`src/rtl/simple_pkg.sv`:
```
// Shared opcode, ALU control and FSM state definitions for the simple_seq
// instruction sequencer.
package simple_pkg;

  localparam int NREG = 4;

  localparam logic [3:0] OP_NOP = 4'd0;
  localparam logic [3:0] OP_ADD = 4'd1;
  localparam logic [3:0] OP_SUB = 4'd2;
  localparam logic [3:0] OP_AND = 4'd3;
  localparam logic [3:0] OP_NOT = 4'd4;
  localparam logic [3:0] OP_MOV = 4'd5;
  localparam logic [3:0] OP_LDI = 4'd6;
  localparam logic [3:0] OP_OUT = 4'd7;

  typedef struct packed {
    logic       m;
    logic [3:0] s;
  } alu_ctrl_t;

  localparam alu_ctrl_t ALU_ADD   = '{m: 1'b1, s: 4'b1001};
  localparam alu_ctrl_t ALU_SUB   = '{m: 1'b1, s: 4'b0110};
  localparam alu_ctrl_t ALU_AND   = '{m: 1'b1, s: 4'b1011};
  localparam alu_ctrl_t ALU_NOT   = '{m: 1'b1, s: 4'b0101};
  localparam alu_ctrl_t ALU_PASSA = '{m: 1'b0, s: 4'b1100};
  localparam alu_ctrl_t ALU_PASSB = '{m: 1'b0, s: 4'b1010};
  localparam alu_ctrl_t ALU_IDLE  = '{m: 1'b0, s: 4'b0000};

  typedef enum logic [1:0] {FETCH, IMM, EXEC, OUT} state_t;

  // ALU drive for the register-to-register opcodes; anything else idles the ALU.
  function automatic alu_ctrl_t alu_ctrl(input logic [3:0] op);
    case (op)
      OP_ADD:  return ALU_ADD;
      OP_SUB:  return ALU_SUB;
      OP_AND:  return ALU_AND;
      OP_NOT:  return ALU_NOT;
      OP_MOV:  return ALU_PASSA;
      default: return ALU_IDLE;
    endcase
  endfunction

endpackage

```
`src/rtl/simple_seq_if.sv`:
```
// Instruction stream and output port handshakes of the simple_seq sequencer.
interface simple_seq_if;
  logic [7:0] instr_data;
  logic       instr_valid;
  logic       instr_ready;
  logic [7:0] out_data;
  logic       out_valid;
  logic       out_ready;

  modport master (output instr_data, output instr_valid, input instr_ready,
                  input out_data, input out_valid, output out_ready);
  modport slave  (input instr_data, input instr_valid, output instr_ready,
                  output out_data, output out_valid, input out_ready);
endinterface

```
`src/rtl/simple_regfile.sv`:
```
// 4x8 register file: one synchronous write port, three combinational reads
// (Rs, Rd, debug).
module simple_regfile
  import simple_pkg::*;
(
  input  logic       clk,
  input  logic       rst_n,
  input  logic       we,
  input  logic [1:0] waddr,
  input  logic [7:0] wdata,
  input  logic [1:0] rs_addr,
  input  logic [1:0] rd_addr,
  input  logic [1:0] dbg_sel,
  output logic [7:0] rs_data,
  output logic [7:0] rd_data,
  output logic [7:0] dbg_data
);

  logic [7:0] regs [NREG];

  // NOTE: this array is small flops, not a RAM macro, so it is reset like any
  // other state; <= keeps every register update race-free across blocks.
  always_ff @(posedge clk or negedge rst_n) begin
    if (!rst_n) begin
      for (int i = 0; i < NREG; i++) regs[i] <= '0;
    end else if (we) begin
      regs[waddr] <= wdata;
    end
  end

  assign rs_data  = regs[rs_addr];
  assign rd_data  = regs[rd_addr];
  assign dbg_data = regs[dbg_sel];

endmodule

```
`src/rtl/simple_seq.sv`:
```
// Instruction sequencer feeding the external combinational ALU and writing
// its result back into a 4x8 register file.
module simple_seq
  import simple_pkg::*;
(
  input  logic        clk,
  input  logic        rst_n,
  simple_seq_if.slave bus,
  output logic        alu_m,
  output logic [3:0]  alu_s,
  output logic [7:0]  alu_a,
  output logic [7:0]  alu_b,
  input  logic [7:0]  alu_t,
  input  logic        alu_cf,
  input  logic        alu_zf,
  output logic        cf,
  output logic        zf,
  output logic        err,
  output logic        busy,
  input  logic [1:0]  dbg_sel,
  output logic [7:0]  dbg_data
);

  state_t     state;
  alu_ctrl_t  ctrl;
  logic [1:0] ir_rd, ir_rs;
  logic [1:0] rd_addr, rs_addr;
  logic [7:0] rd_data, rs_data;
  logic [3:0] op;
  logic       accept;

  assign op     = bus.instr_data[7:4];
  assign accept = bus.instr_valid && bus.instr_ready;

  // In FETCH the operands come straight from the byte being accepted.
  assign rd_addr = (state == FETCH) ? bus.instr_data[3:2] : ir_rd;
  assign rs_addr = (state == FETCH) ? bus.instr_data[1:0] : ir_rs;

  assign bus.instr_ready = rst_n && ((state == FETCH) || (state == IMM));
  assign busy            = (state != FETCH);
  assign alu_m           = ctrl.m;
  assign alu_s           = ctrl.s;

  simple_regfile u_regfile (
    .clk      (clk),
    .rst_n    (rst_n),
    .we       (state == EXEC),
    .waddr    (ir_rd),
    .wdata    (alu_t),
    .rs_addr  (rs_addr),
    .rd_addr  (rd_addr),
    .dbg_sel  (dbg_sel),
    .rs_data  (rs_data),
    .rd_data  (rd_data),
    .dbg_data (dbg_data)
  );

  always_ff @(posedge clk or negedge rst_n) begin
    if (!rst_n) begin
      state         <= FETCH;
      ctrl          <= ALU_IDLE;
      alu_a         <= '0;
      alu_b         <= '0;
      ir_rd         <= '0;
      ir_rs         <= '0;
      cf            <= 1'b0;
      zf            <= 1'b0;
      err           <= 1'b0;
      bus.out_valid <= 1'b0;
      bus.out_data  <= '0;
    end else begin
      err <= 1'b0;
      case (state)
        FETCH: if (accept) begin
          ir_rd <= bus.instr_data[3:2];
          ir_rs <= bus.instr_data[1:0];
          case (op)
            OP_NOP: ;
            OP_ADD, OP_SUB, OP_AND, OP_NOT, OP_MOV: begin
              ctrl  <= alu_ctrl(op);
              alu_a <= rs_data;
              alu_b <= rd_data;
              state <= EXEC;
            end
            OP_LDI: state <= IMM;
            OP_OUT: begin
              bus.out_data  <= rd_data;
              bus.out_valid <= 1'b1;
              state         <= OUT;
            end
            default: err <= 1'b1;
          endcase
        end
        IMM: if (accept) begin
          ctrl  <= ALU_PASSB;
          alu_a <= rs_data;
          alu_b <= bus.instr_data;
          state <= EXEC;
        end
        EXEC: begin
          // Only arithmetic updates the flags; logic ops and moves keep them.
          if (ctrl == ALU_ADD || ctrl == ALU_SUB) begin
            cf <= alu_cf;
            zf <= alu_zf;
          end
          ctrl  <= ALU_IDLE;
          alu_a <= '0;
          alu_b <= '0;
          state <= FETCH;
        end
        OUT: if (bus.out_ready) begin
          bus.out_valid <= 1'b0;
          state         <= FETCH;
        end
        default: state <= FETCH;
      endcase
    end
  end

endmodule

```
`src/flat_wrapper.sv`:
```
// flat-port wrapper written by rule: the top's interface ports become plain ports
module simple_seq_flat import simple_pkg::*;
  (clk, rst_n, alu_m, alu_s, alu_a, alu_b, alu_t, alu_cf, alu_zf, cf, zf, err, busy, dbg_sel, dbg_data, bus_instr_data, bus_instr_valid, bus_instr_ready, bus_out_data, bus_out_valid, bus_out_ready);
  simple_seq_if bus_i ();
  input  logic clk;
  input  logic rst_n;
  output logic alu_m;
  output logic [3:0] alu_s;
  output logic [7:0] alu_a;
  output logic [7:0] alu_b;
  input  logic [7:0] alu_t;
  input  logic alu_cf;
  input  logic alu_zf;
  output logic cf;
  output logic zf;
  output logic err;
  output logic busy;
  input  logic [1:0] dbg_sel;
  output logic [7:0] dbg_data;
  input wire logic [$bits(bus_i.instr_data)-1:0] bus_instr_data;
  input wire logic [$bits(bus_i.instr_valid)-1:0] bus_instr_valid;
  output wire logic [$bits(bus_i.instr_ready)-1:0] bus_instr_ready;
  output wire logic [$bits(bus_i.out_data)-1:0] bus_out_data;
  output wire logic [$bits(bus_i.out_valid)-1:0] bus_out_valid;
  input wire logic [$bits(bus_i.out_ready)-1:0] bus_out_ready;
  assign bus_i.instr_data = bus_instr_data;
  assign bus_i.instr_valid = bus_instr_valid;
  assign bus_instr_ready = bus_i.instr_ready;
  assign bus_out_data = bus_i.out_data;
  assign bus_out_valid = bus_i.out_valid;
  assign bus_i.out_ready = bus_out_ready;
  simple_seq u_core (.clk(clk), .rst_n(rst_n), .bus(bus_i), .alu_m(alu_m), .alu_s(alu_s), .alu_a(alu_a), .alu_b(alu_b), .alu_t(alu_t), .alu_cf(alu_cf), .alu_zf(alu_zf), .cf(cf), .zf(zf), .err(err), .busy(busy), .dbg_sel(dbg_sel), .dbg_data(dbg_data));
endmodule
```
`config.mk`:
```
export PLATFORM = sky130hd
export DESIGN_NAME = simple_seq_flat
export DESIGN_NICKNAME = d
export VERILOG_FILES = /design/src/rtl/simple_pkg.sv /design/src/rtl/simple_seq_if.sv /design/src/rtl/simple_regfile.sv /design/src/rtl/simple_seq.sv /design/src/flat_wrapper.sv
export SDC_FILE = /design/constraint.sdc
export NUM_CORES = 1
export LEC_CHECK = 0
export ABC_AREA = 1
export CAP_MARGIN = 30
export CORE_MARGIN = 3
export CORE_UTILIZATION = 55
export CTS_CLUSTER_SIZE = 8
export DETAILED_ROUTE_END_ITERATION = 12
export PLACE_DENSITY_LB_ADDON = 0.2
export SYNTH_ARGS = -nofsm -noshare
export SYNTH_HDL_FRONTEND = slang
export SYNTH_SLANG_ARGS = --single-unit
```
`constraint.sdc`:
```
create_clock -name clk -period 5.14 [get_ports clk]
set_input_delay 1.028 -clock clk [delete_from_list [all_inputs] [get_ports clk]]
set_output_delay 1.028 -clock clk [all_outputs]
set_load 0.02 [all_outputs]
```
=== Word level (Yosys, flattened, before mapping) ===
Cells that the tools add are included.

* Bitwise operators: 4
* $lt $le $gt $ge: 5
* Muxes and demuxes: 39
* Reduce and logical (&&, ||, !) cells: 18
* Equality and inequality tests: 18

{| class="wikitable"
|+ Operators by type and width
! cell !! number
|-
| 8-bit two-way mux || 13
|-
| 8-bit binary-select mux with 2-bit select || 3
|-
| 8-bit one-hot mux with 3 select lines || 2
|-
| 32-bit bitwise mux || 1
|-
| 5-bit one-hot mux with 5 select lines || 1
|-
| 8-bit demux with 2-bit select || 1
|-
| 4-bit by 3-bit equality test with 1-bit output (second input constant) || 4
|-
| 5-bit two-way mux || 3
|-
| 5-bit one-hot mux with 3 select lines || 1
|-
| 3-bit greater-or-equal comparator (second input constant) || 4
|-
| 2-bit inverter with 3-bit output || 4
|-
| 4-bit AND reduction || 3
|-
| 5-bit equality test (second input constant) || 2
|-
| 2-bit two-way mux || 5
|-
| 4-bit by 2-bit equality test with 1-bit output (second input constant) || 2
|-
| 2-bit one-hot mux with 4 select lines || 1
|-
| 8-bit OR reduction || 1
|-
| 1-bit two-way mux || 6
|-
| 2-bit != test (second input constant) || 3
|-
| 2-bit one-hot mux with 3 select lines || 1
|-
| 5-bit OR reduction || 1
|-
| 2-bit equality test (second input constant) || 2
|-
| 4-bit by 1-bit equality test with 1-bit output (second input constant) || 1
|-
| 4-bit logical NOT || 1
|-
| 12 further kinds || 18
|}

* Word-level logic and storage cells: 100
* Register bits after elaboration: 71

=== Longest topological paths before layout ===
* Depth in word-level cells: 9
* Mapped depth: 12
* Depth with buffers taken out: 10

=== By module ===
A second synthesis with hierarchy kept.

* Cell total of the unflattened synthesis: 625
* Area, all modules: 4466.8 µm²

{| class="wikitable"
|+ Modules (own cells, without submodules)
! module !! sequential area each (µm²) !! cells each !! instances !! area each (µm²)
|-
| simple_regfile || 800.8 || 359 || 1 || 2316.0
|-
| simple_seq || 975.9 || 266 || 1 || 2150.8
|}

=== Worst setup path after synthesis ===
OpenSTA, ideal clock, no wires.

* Kind: input to output
* Start: input port dbg_sel[0]
* End: output port dbg_data[4]
* Required time: 4.112 ns
* Path slack: 2.113 ns
* Stages on the path: 5
* Arrival time: 1.999 ns
* Path buffers: 2
* Cell sequence: buf_2 inv_1 clkbuf_1 a21oi_1 a21oi_1

* Word-level cells in the longest chain between the ends: 4

{| class="wikitable"
|+ Ends and longest elaborated chain
! element !! RTL line !! text
|-
| start, declared || flat_wrapper.sv:18 || <nowiki>input logic [1:0] dbg_sel;</nowiki>
|-
| 2-bit inverter with 3-bit output (not written as such) || simple_regfile.sv:33 || <nowiki>assign dbg_data = regs[dbg_sel];</nowiki>
|-
| 8-bit binary-select mux with 2-bit select || simple_regfile.sv:33 ||
|-
| 8-bit two-way mux (not written as such) (2 in a row) || simple_regfile.sv:33 ||
|-
| end, declared || flat_wrapper.sv:19 || <nowiki>output logic [7:0] dbg_data;</nowiki>
|}

Every way passes these cells. The select of a mux whose other input is x is not followed.

=== Final worst setup path ===
* Start: input port dbg_sel[0]
* End: output port dbg_data[6]

Same word-level chain as after synthesis.

==> results.md <==
- Minimum clock period: 4260 ps
- First-pass GRT wire length: 17.0 mm
- Slowest stage delay, CP: 680 ps
- Crit-path cells: clkdlybuf4s50_1 -> inv_1 -> o21ai_0 -> a21oi_1 -> a21oi_1 -> clkdlybuf4s50_1
- CTS Sinks: 71
- Pleak: 2.38 nW
- Mapped Area: 3980 um2
- Crit path capture type: output pin
- Worst EP arrival: 3230 ps
- Setup crit start: dbg_sel[0]
- Via density per instance: 5.50
- Pre-antenna DRT Iters: 6
- Die width: 91.0 um
- Detail Route Antenna Nets: 0
- Full die area: 8290 um2
- Max Slew Vio Count: 0
- RSZ-0062 raised after global routing: false
- Worst-path clk slew: 80 ps
- Share of cells above drive strength 1: 7.55%
- Fin area: 4840 um2
- Most frequent cells in the layout: nand2_1 (150), dfrtp_1 (71), clkdlybuf4s50_1 (65), nand3_1 (59), o21ai_0 (57)
- Global Route Usage Sum: 25.6%
- Total CTS buffers: 9
- Worst Tran Pin Value: 941 ps
- Clock Skew: 12.4 ps
- Yosys reg bits: 71
- CP Launch Type: input port
- Post-Syn Nets: 563
- Sum Neg Setup Slack: 0 ps
- I/O pins: 67
- Cts hold-fix bufs: 0
- PwrDens: 693 nW/um2
- Max-cap viol count: 0
- Met2 wire len: 4.45 mm
- Max transition margin: 37.1%
- Fill cell count: 601
- DP Area: 4640 um2
- Sequential share of the synthesized area: 44.7%
- Worst-Skew Late Latency: 350 ps
- Initial antenna violation count: 0
- Die height: 91.0 um
- DP HPWL: 7.33 mm
- DRT Wirelength: 10.4 mm
- Nets@finish: 620
- Final Cycle Share: 82.9%
- Synth cell types: 29
- Routed met3 length: 909 um
- I/O Buffers: 66
- Finish-stage setup viols: 0
- Worst Hold Class: reg2reg
- RR Startpoint: u_core.state[0]
- Syn Inst Count: 534
- Worst EP required: 4110 ps
- Post-CTS setup buffer count: 0
- Syn Area/Cell: 7.45 um2
- Worst Path Class, Setup: in2out
- Commonest non-fill, non-tap cell in the layout: nand2_1
- Starting Density: 57.6%
- Max H-tree Level: 3
- VDD IR max: 0.369 mV
- Share of the synthesized area in the top cell type: 44.7%
- Yosys top cell by area: dfrtp_1
- Placer Congestion: 0.914
- Vias in the first global route: 3,362
- Pin count of the biggest net entering global routing: 73
- Outcome: finished clean
- Core area: 6910 um2
- CP max FO: 24
- Vias post-DR: 3,806
- Clk buf depth: 2
- Starting DRT DRC Count: 358
- Post-CTS resize count: 0
- Hold wc startpoint: u_core.alu_a[4]
- Ys Warns: 0
- # DRC: 0
- Crit path max-delay cell type: clkdlybuf4s50_1
- M1 WL: 4.74 mm
- Largest cells by area after synthesis: dfrtp_1 (45%), nand2_1 (14%), nand3_1 (7.4%)
- Fmax: 235 MHz
- Row count: 30
- Aggregate global routing overflow: 0
- CP delay by family, top: buffers and inverters
- TritonCTS clock tree: done
- Ant. Diodes: 0
- DR top layer: met4
- Layout area overhead: 21.7%
- Buf+Inv Stages, Crit Path: 3
- Drt wl/cell: 15.0 um
- Root Driver: clkbuf_8
- Final Hold Vio Count: 0
==> flip-flops by register name (all words and copies together) (netlist names), 2 cells and up <==
name / flops
u_core.ir_rs: 2
u_core.alu_a: 8
u_core.state: 2
u_core.alu_b: 8
u_core.u_regfile.regs: 32
u_core.ir_rd: 2
u_core.alu_s: 4
u_core.bus.out_data: 8
==> layout make-up <==
class / instances / area (um2) / share of cell area [%]
clock buffers: 11 / 141 / 2.92
clock inverters: 5 / 57.6 / 1.19
inverters: 62 / 235 / 4.86
multi-input cells: 380 / 1850 / 38.1
flip-flops and latches: 71 / 1780 / 36.7
well taps: 96 / 120 / 2.48
repair buffers: 67 / 663 / 13.7
==> cell families (layout without fill, tap and decap cells) <==
logic type      count (synthesis)  in the layout  share of synthesized area, %
compound gates                127            127                          18.0
fa+ha+maj                       5              5                          1.57
buf+inv                        83            145                          8.90
flops                          71             71                          44.7
simple gates                  248            248                          26.8
==> through the flow <==
| stage | total power, W | worst slack (ps) | hold slack (ps) | util, % | cells |
|---|---|---|---|---|---|
| 2_1_floorplan | 0.00227 | 2110 | 453 | - | 534 |
| 5_1_grt | 0.00361 | 662 | 501 | 70.1 | 692 |
| 3_3_place_gp | 0.00282 | 1050 | 468 | 67.2 | 676 |
| 4_1_cts | 0.00332 | 921 | 488 | 70.1 | 692 |
| 6_report | 0.00335 | 877 | 482 | 70.1 | 692 |
| 3_5_place_dp | 0.00287 | 920 | 467 | 67.2 | 676 |
==> synthesized netlist by cell type <==
library cell,instances
dfrtp_1,71
o21ai_1,5
o21ai_0,57
nand4_1,2
nand2_2,3
nor2_4,1
a31oi_1,1
buf_2,8
o21ai_2,2
o21a_1,1
nor2_1,27
o211ai_1,8
buf_6,3
a21oi_1,44
nand3_1,59
nor2_2,3
buf_4,2
nand2_1,150
ha_1,5
o22ai_1,1
nand3_4,2
nand3_2,1
inv_4,1
o21a_2,1
a21oi_2,6
clkbuf_1,8
inv_1,54
inv_2,7
o2bb2ai_4,1
==> routing by layer <==
layer | global-route usage (%) | vias up
met5 | 0 | -
met1 | 38.6 | 1700
met2 | 36.0 | 219
li1 | - | 1863
met3 | 5.72 | 24
met4 | 9.05 | 0
==> where the power goes <==
group          internal [W]  switching, W
clock              0.000237      0.000218
combinational      0.000678       0.00115
sequential         0.000824      0.000242
==> worst register-to-register path, stage by stage (launching register included) <==
cell	delay [ps]
dfrtp_1	420
inv_1	120
ha_1	710
inv_4	130
nand2_1	100
nand2_1	530
o21ai_0	440
nand2_1	140
nand2_1	90
nand2_1	50
==> final timing paths <==
check | endpoint | cells past startpoint | slack (ps)
worst max-delay path | dbg_data[6] | 6 | 880
worst min-delay path | u_core.alu_a[4] | 2 | 480
worst max register to register | u_core.alu_a[1] | 9 | 2300
worst min register to register | u_core.alu_a[4] | 2 | 480
max in group asynchronous | u_core.u_regfile.regs[10] | 2 | 3610
min in group asynchronous | u_core.alu_m | 2 | 940
(Power assumes the default switching activity.)
